`config.mk`:
```
export PLATFORM = sky130hd
export DESIGN_NAME = sipo_deser
export DESIGN_NICKNAME = d
export VERILOG_FILES = /design/src/rtl/sipo_deser.sv
export SDC_FILE = /design/constraint.sdc
export NUM_CORES = 1
export LEC_CHECK = 0
export ABC_CLOCK_PERIOD_IN_PS = 3400
export CORE_AREA = 8 8 51 53
export DETAILED_ROUTE_END_ITERATION = 10
export DIE_AREA = 0 0 59 61
export PLACE_DENSITY = 0.79
export REMOVE_ABC_BUFFERS = 1
export SLEW_MARGIN = 20
export SYNTH_ARGS = -nofsm -noshare
export SYNTH_HDL_FRONTEND = slang
export SYNTH_SLANG_ARGS = --single-unit
export TNS_END_PERCENT = 10
```
`constraint.sdc`:
```
create_clock -name clk -period 3.4 [get_ports clk]
set_clock_uncertainty 0.15 [all_clocks]
set_input_delay 0.68 -clock clk [delete_from_list [all_inputs] [get_ports clk]]
set_output_delay 0.68 -clock clk [all_outputs]
set_load 0.1 [all_outputs]
```
`src/rtl/sipo_deser.sv`:
```
// rtl/sipo_deser.sv - serial-in parallel-out deserializer, WIDTH bits per word, selectable bit order
// Defining SIPO_PARITY_EN adds a PARITY state that consumes a trailing even-parity bit per word.
module sipo_deser #(
  parameter int WIDTH     = 8,
  parameter bit MSB_FIRST = 1'b1
) (
  input  logic                       clk,
  input  logic                       reset,
  input  logic                       serial_in,
  input  logic                       in_valid,
  input  logic                       clear,
  output logic [WIDTH-1:0]           parallel_out,
  output logic                       out_valid,
  output logic [$clog2(WIDTH+1)-1:0] bit_cnt,
  output logic                       busy,
  output logic                       parity_err
);

  localparam int CW = $clog2(WIDTH + 1);
  localparam logic [CW-1:0] LAST_CNT = CW'(WIDTH - 1);

`ifdef SIPO_PARITY_EN
  typedef enum logic [1:0] {IDLE, SHIFT, PARITY} state_t;
`else
  typedef enum logic [1:0] {IDLE, SHIFT} state_t;
`endif

  state_t            state_q, state_d;
  logic [WIDTH-1:0]  shifter_q, shifter_d;
  logic [WIDTH-1:0]  pout_q, pout_d;
  logic [CW-1:0]     cnt_q, cnt_d;
  logic              ovalid_q, ovalid_d;
  logic [WIDTH-1:0]  shift_in;

  assign shift_in = MSB_FIRST ? {shifter_q[WIDTH-2:0], serial_in}
                              : {serial_in, shifter_q[WIDTH-1:1]};

`ifdef SIPO_PARITY_EN
  logic perr_q, perr_d;
`endif

  always_comb begin
    state_d   = state_q;
    shifter_d = shifter_q;
    pout_d    = pout_q;
    cnt_d     = cnt_q;
    ovalid_d  = 1'b0;
`ifdef SIPO_PARITY_EN
    perr_d    = perr_q;
`endif
    // clear wins over in_valid; the bit offered alongside it is dropped
    if (clear) begin
      state_d   = IDLE;
      shifter_d = '0;
      cnt_d     = '0;
    end else if (in_valid) begin
      case (state_q)
        IDLE: begin
          shifter_d = shift_in;
          cnt_d     = CW'(1);
          state_d   = SHIFT;
        end
        SHIFT: begin
          shifter_d = shift_in;
          if (cnt_q == LAST_CNT) begin
`ifdef SIPO_PARITY_EN
            cnt_d    = CW'(WIDTH);
            state_d  = PARITY;
`else
            pout_d   = shift_in;
            ovalid_d = 1'b1;
            cnt_d    = '0;
            state_d  = IDLE;
`endif
          end else begin
            cnt_d = cnt_q + CW'(1);
          end
        end
`ifdef SIPO_PARITY_EN
        PARITY: begin
          pout_d   = shifter_q;
          ovalid_d = 1'b1;
          perr_d   = (^shifter_q) ^ serial_in;
          cnt_d    = '0;
          state_d  = IDLE;
        end
`endif
        default: begin
          state_d = IDLE;
          cnt_d   = '0;
        end
      endcase
    end
  end

  always_ff @(posedge clk or posedge reset) begin
    if (reset) begin
      state_q   <= IDLE;
      shifter_q <= '0;
      pout_q    <= '0;
      cnt_q     <= '0;
      ovalid_q  <= 1'b0;
`ifdef SIPO_PARITY_EN
      perr_q    <= 1'b0;
`endif
    end else begin
      state_q   <= state_d;
      shifter_q <= shifter_d;
      pout_q    <= pout_d;
      cnt_q     <= cnt_d;
      ovalid_q  <= ovalid_d;
`ifdef SIPO_PARITY_EN
      perr_q    <= perr_d;
`endif
    end
  end

  assign parallel_out = pout_q;
  assign out_valid    = ovalid_q;
  assign bit_cnt      = cnt_q;
  assign busy         = (state_q != IDLE);
`ifdef SIPO_PARITY_EN
  assign parity_err   = perr_q;
`else
  assign parity_err   = 1'b0;
`endif

endmodule

```
==> out/qor.csv <==
stage,metric,value,unit
hold_path,worst min path class,flip-flop to flip-flop,
finish,final cell count without fillers,118,
clock_network,TritonCTS clock tree,done,
grt,antenna violations before repair,0,
hold_path,worst hold path stage count,1,
grt,total gr overflow,0,
pwr,Psw,0.1124,mW
finish,area of the multi-input gates,329.1,µm²
finish,Fillers,170,
finish,Nets,98,
clock_network,root buffer cell,clkbuf_4,
critical_path,crit path DAT,2.40,ns
clock_network,CTS hold repair buffers,0,
logic_synthesis,ys async rst share,1.000,
logic_synthesis,synth warn,0,
logic_synthesis,Post-Syn Area,897.1,µm²
route,DR iter-0 viols,8,
finish,Area Overhead vs Synth,20.78,%
finish,"leading cell type in the layout, fill and taps excluded",dfrtp_1,
route,length of the first detailed-routing pass in iterations,3,
logic_synthesis,#FFs+latches synth,21,
pwr,Leak Pwr,0.5703,nW
pwr,Worst VDD drop,0.0002563,V
route,Vias/cell,5.034,
grt,first-pass GRT wire length,2808,µm
placed_design,RD Place Congestion,0.7627,
die,chip height,61,µm
die,area of the die,3599,µm²
logic_synthesis,top_reg_cell synth,dfrtp_1,
route,Via Count,594,
die,die width,59,µm
critical_path,max incr delay on CP,0.66,ns
placed_design,Post-DP Area,1056,µm²
die,IO Count,20,
grt,largest net degree at the start of global routing,22,
clock_network,clk slew on worst S/H paths,0.11,ns
clock_network,clk_lat worst skew,0.30,ns
finish,Reg area,525.5,µm²
pwr,Power Internal,0.3097,mW
die,core box area,1842,µm²
finish,number of diodes,0,
placed_design,Cells after DPL,114,
die,cell row count,16,
critical_path,critical-path cell list,clkdlybuf4s50_1 > nor3b_2 > mux2_2,
route,Final ANT Viol Nets,0,
grt,vias in the first global route,643,
critical_path,worst r2r path cells,3,
placed_design,dpl hpwl,1168,µm
sta,setup TNS,0,ns
route,drt drc,0,
sta,final slew viol count,0,
critical_path,CP bufs+invs,1,
finish,final non-filler cell area,1084,µm²
die,Starting Density,0.4871,
logic_synthesis,syn_area_per_cell,12.46,µm²
sta,"Min Clock Period, post-route",2.353,ns
clock_network,CTS buffer count,3,
grt,gr usage total,0.09886,
finish,share of cells above drive strength 1,0.3297,
sta,worst-margin pin slew,0.7466,ns
pwr,sw frac,0.2662,
critical_path,critical path depth,3,
clock_network,CTS Sinks,21,
sta,Final period util,0.6921,
sta,Worst slew margin,0.5017,
route,DRT Wirelength,1587,µm
finish,highest-count cells in the layout ignoring fill and taps,"21 x dfrtp_1, 15 x buf_4, 9 x nor2_1",
critical_path,CP Max Fanout,13,
sta,RSZ-0062 raised after global routing,no,
critical_path,required time worst endpoint,3.44,ns
sta,final setup violation count,0,
critical_path,crit path launch type,primary input,
pwr,Comb power frac,0.113,
job,Max-Cap Viols,0,
sta,f_max,425.0,MHz
pwr,PD cells,389.6,nW/µm²
logic_synthesis,sequential-to-total area share from yosys stat,0.5858,
clock_network,H-tree depth,1,
pwr,clock power share,0.276,
logic_synthesis,Post-synth EDFFs,0,
clock_network,Post-CTS Setup Bufs,0,
clock_network,post_cts resized,0,
sta,final hold violation count,0,
clock_network,Bufs on Longest Clock Path,2,
run_status,outcome,"finished, final reports clean",
critical_path,CP max-delay cell,nor3b_2,
critical_path,Setup CP Type,primary input to flip-flop,
route,DR WL/cell,13.45,µm
logic_synthesis,Unique masters post-synth,24,
critical_path,"CP delay by family, top",simple AND/OR/NAND/NOR gates,
logic_synthesis,cells after synthesis,72,
placed_design,input/output buffers,18,
critical_path,Critical Path End Type,flip-flop,
pwr,"Power, Total",0.4221,mW
pwr,sequential share of power,0.610,
[power groups by stage]
stage / combinational (mW) / clock, mW / sequential (mW)
3_5_place_dp: 0.0486 / 0 / 0.262
2_1_floorplan: 0.0167 / 0 / 0.276
6_report: 0.0479 / 0.117 / 0.258
5_1_grt: 0.0527 / 0.134 / 0.258
4_1_cts: 0.0487 / 0.123 / 0.258
3_3_place_gp: 0.0481 / 0 / 0.262
[cells in the mapped netlist (all sizes together), types with 2 or more instances]
| master | count | area (µm²) |
|---|---|---|
| nand2 | 3 | 11.26 |
| buf | 3 | 23.77 |
| dfrtp | 21 | 525.5 |
| mux2i | 7 | 70.07 |
| nand4b | 2 | 23.77 |
| mux2 | 8 | 90.09 |
| a21oi | 3 | 15.01 |
| inv | 4 | 15.01 |
| nor2 | 9 | 33.78 |
[registers in the layout, indices dropped and copies added (netlist names)]
register,flops
bit_cnt,4
parallel_out,8
out_valid,1
shifter_q,7
state_q,1
[per-stage QoR]
stage	util	setup slack [ns]	hold WS, ns
2_1_floorplan	-	0.9775	0.3287
3_3_place_gp	0.5734	0.7573	0.3467
3_5_place_dp	0.5734	0.6902	0.3487
4_1_cts	0.5883	1.033	0.3786
5_1_grt	0.5883	0.9408	0.3973
6_report	0.5883	1.047	0.3745
[final timing paths]
path / endpoint / slack [ns] / startpoint
hold / removal: parallel_out[7] / 0.37 / parallel_out[7]
hold reg to reg: parallel_out[7] / 0.37 / parallel_out[7]
max in group asynchronous: state_q[0] / 1.99 / reset
setup / recovery: parallel_out[6] / 1.05 / clear
setup reg to reg: parallel_out[6] / 1.43 / bit_cnt[0]
min in group asynchronous: shifter_q[3] / 0.65 / reset
[logic make-up (layout without fill, tap and decap cells)]
logic type | count (synthesis) | in the layout | share of synthesized area
other | 1 | 1 | 0.004180
flip-flops | 21 | 21 | 0.5858
AO/OA/AOI/OAI | 8 | 8 | 0.05997
multiplexers | 15 | 15 | 0.1785
buffers and inverters | 8 | 27 | 0.04741
adder cells (fa/ha/maj) | 1 | 1 | 0.01394
AND/OR/NAND/NOR | 18 | 18 | 0.1102
[layout make-up]
class	instances	share of cell area
multi-input combinational	43	0.3037
sequential	21	0.4850
inverter	4	0.01386
clock inverter	1	0.004619
tap	27	0.03118
timing repair buffer	19	0.1409
clock buffer	3	0.02079
[layer usage]
layer / GRT usage / part of all wire / wire (µm) / vias to the layer above
li1: - / - / - / 285
met1: 0.1155 / 0.46 / 725 / 292
met2: 0.1620 / 0.45 / 719 / 15
met3: 0.03390 / 0.086 / 136 / 2
met4: 0.04096 / 0.0038 / 6 / 0
met5: 0 / 0 / 0 / -
Power figures use the tool's default switching activity.
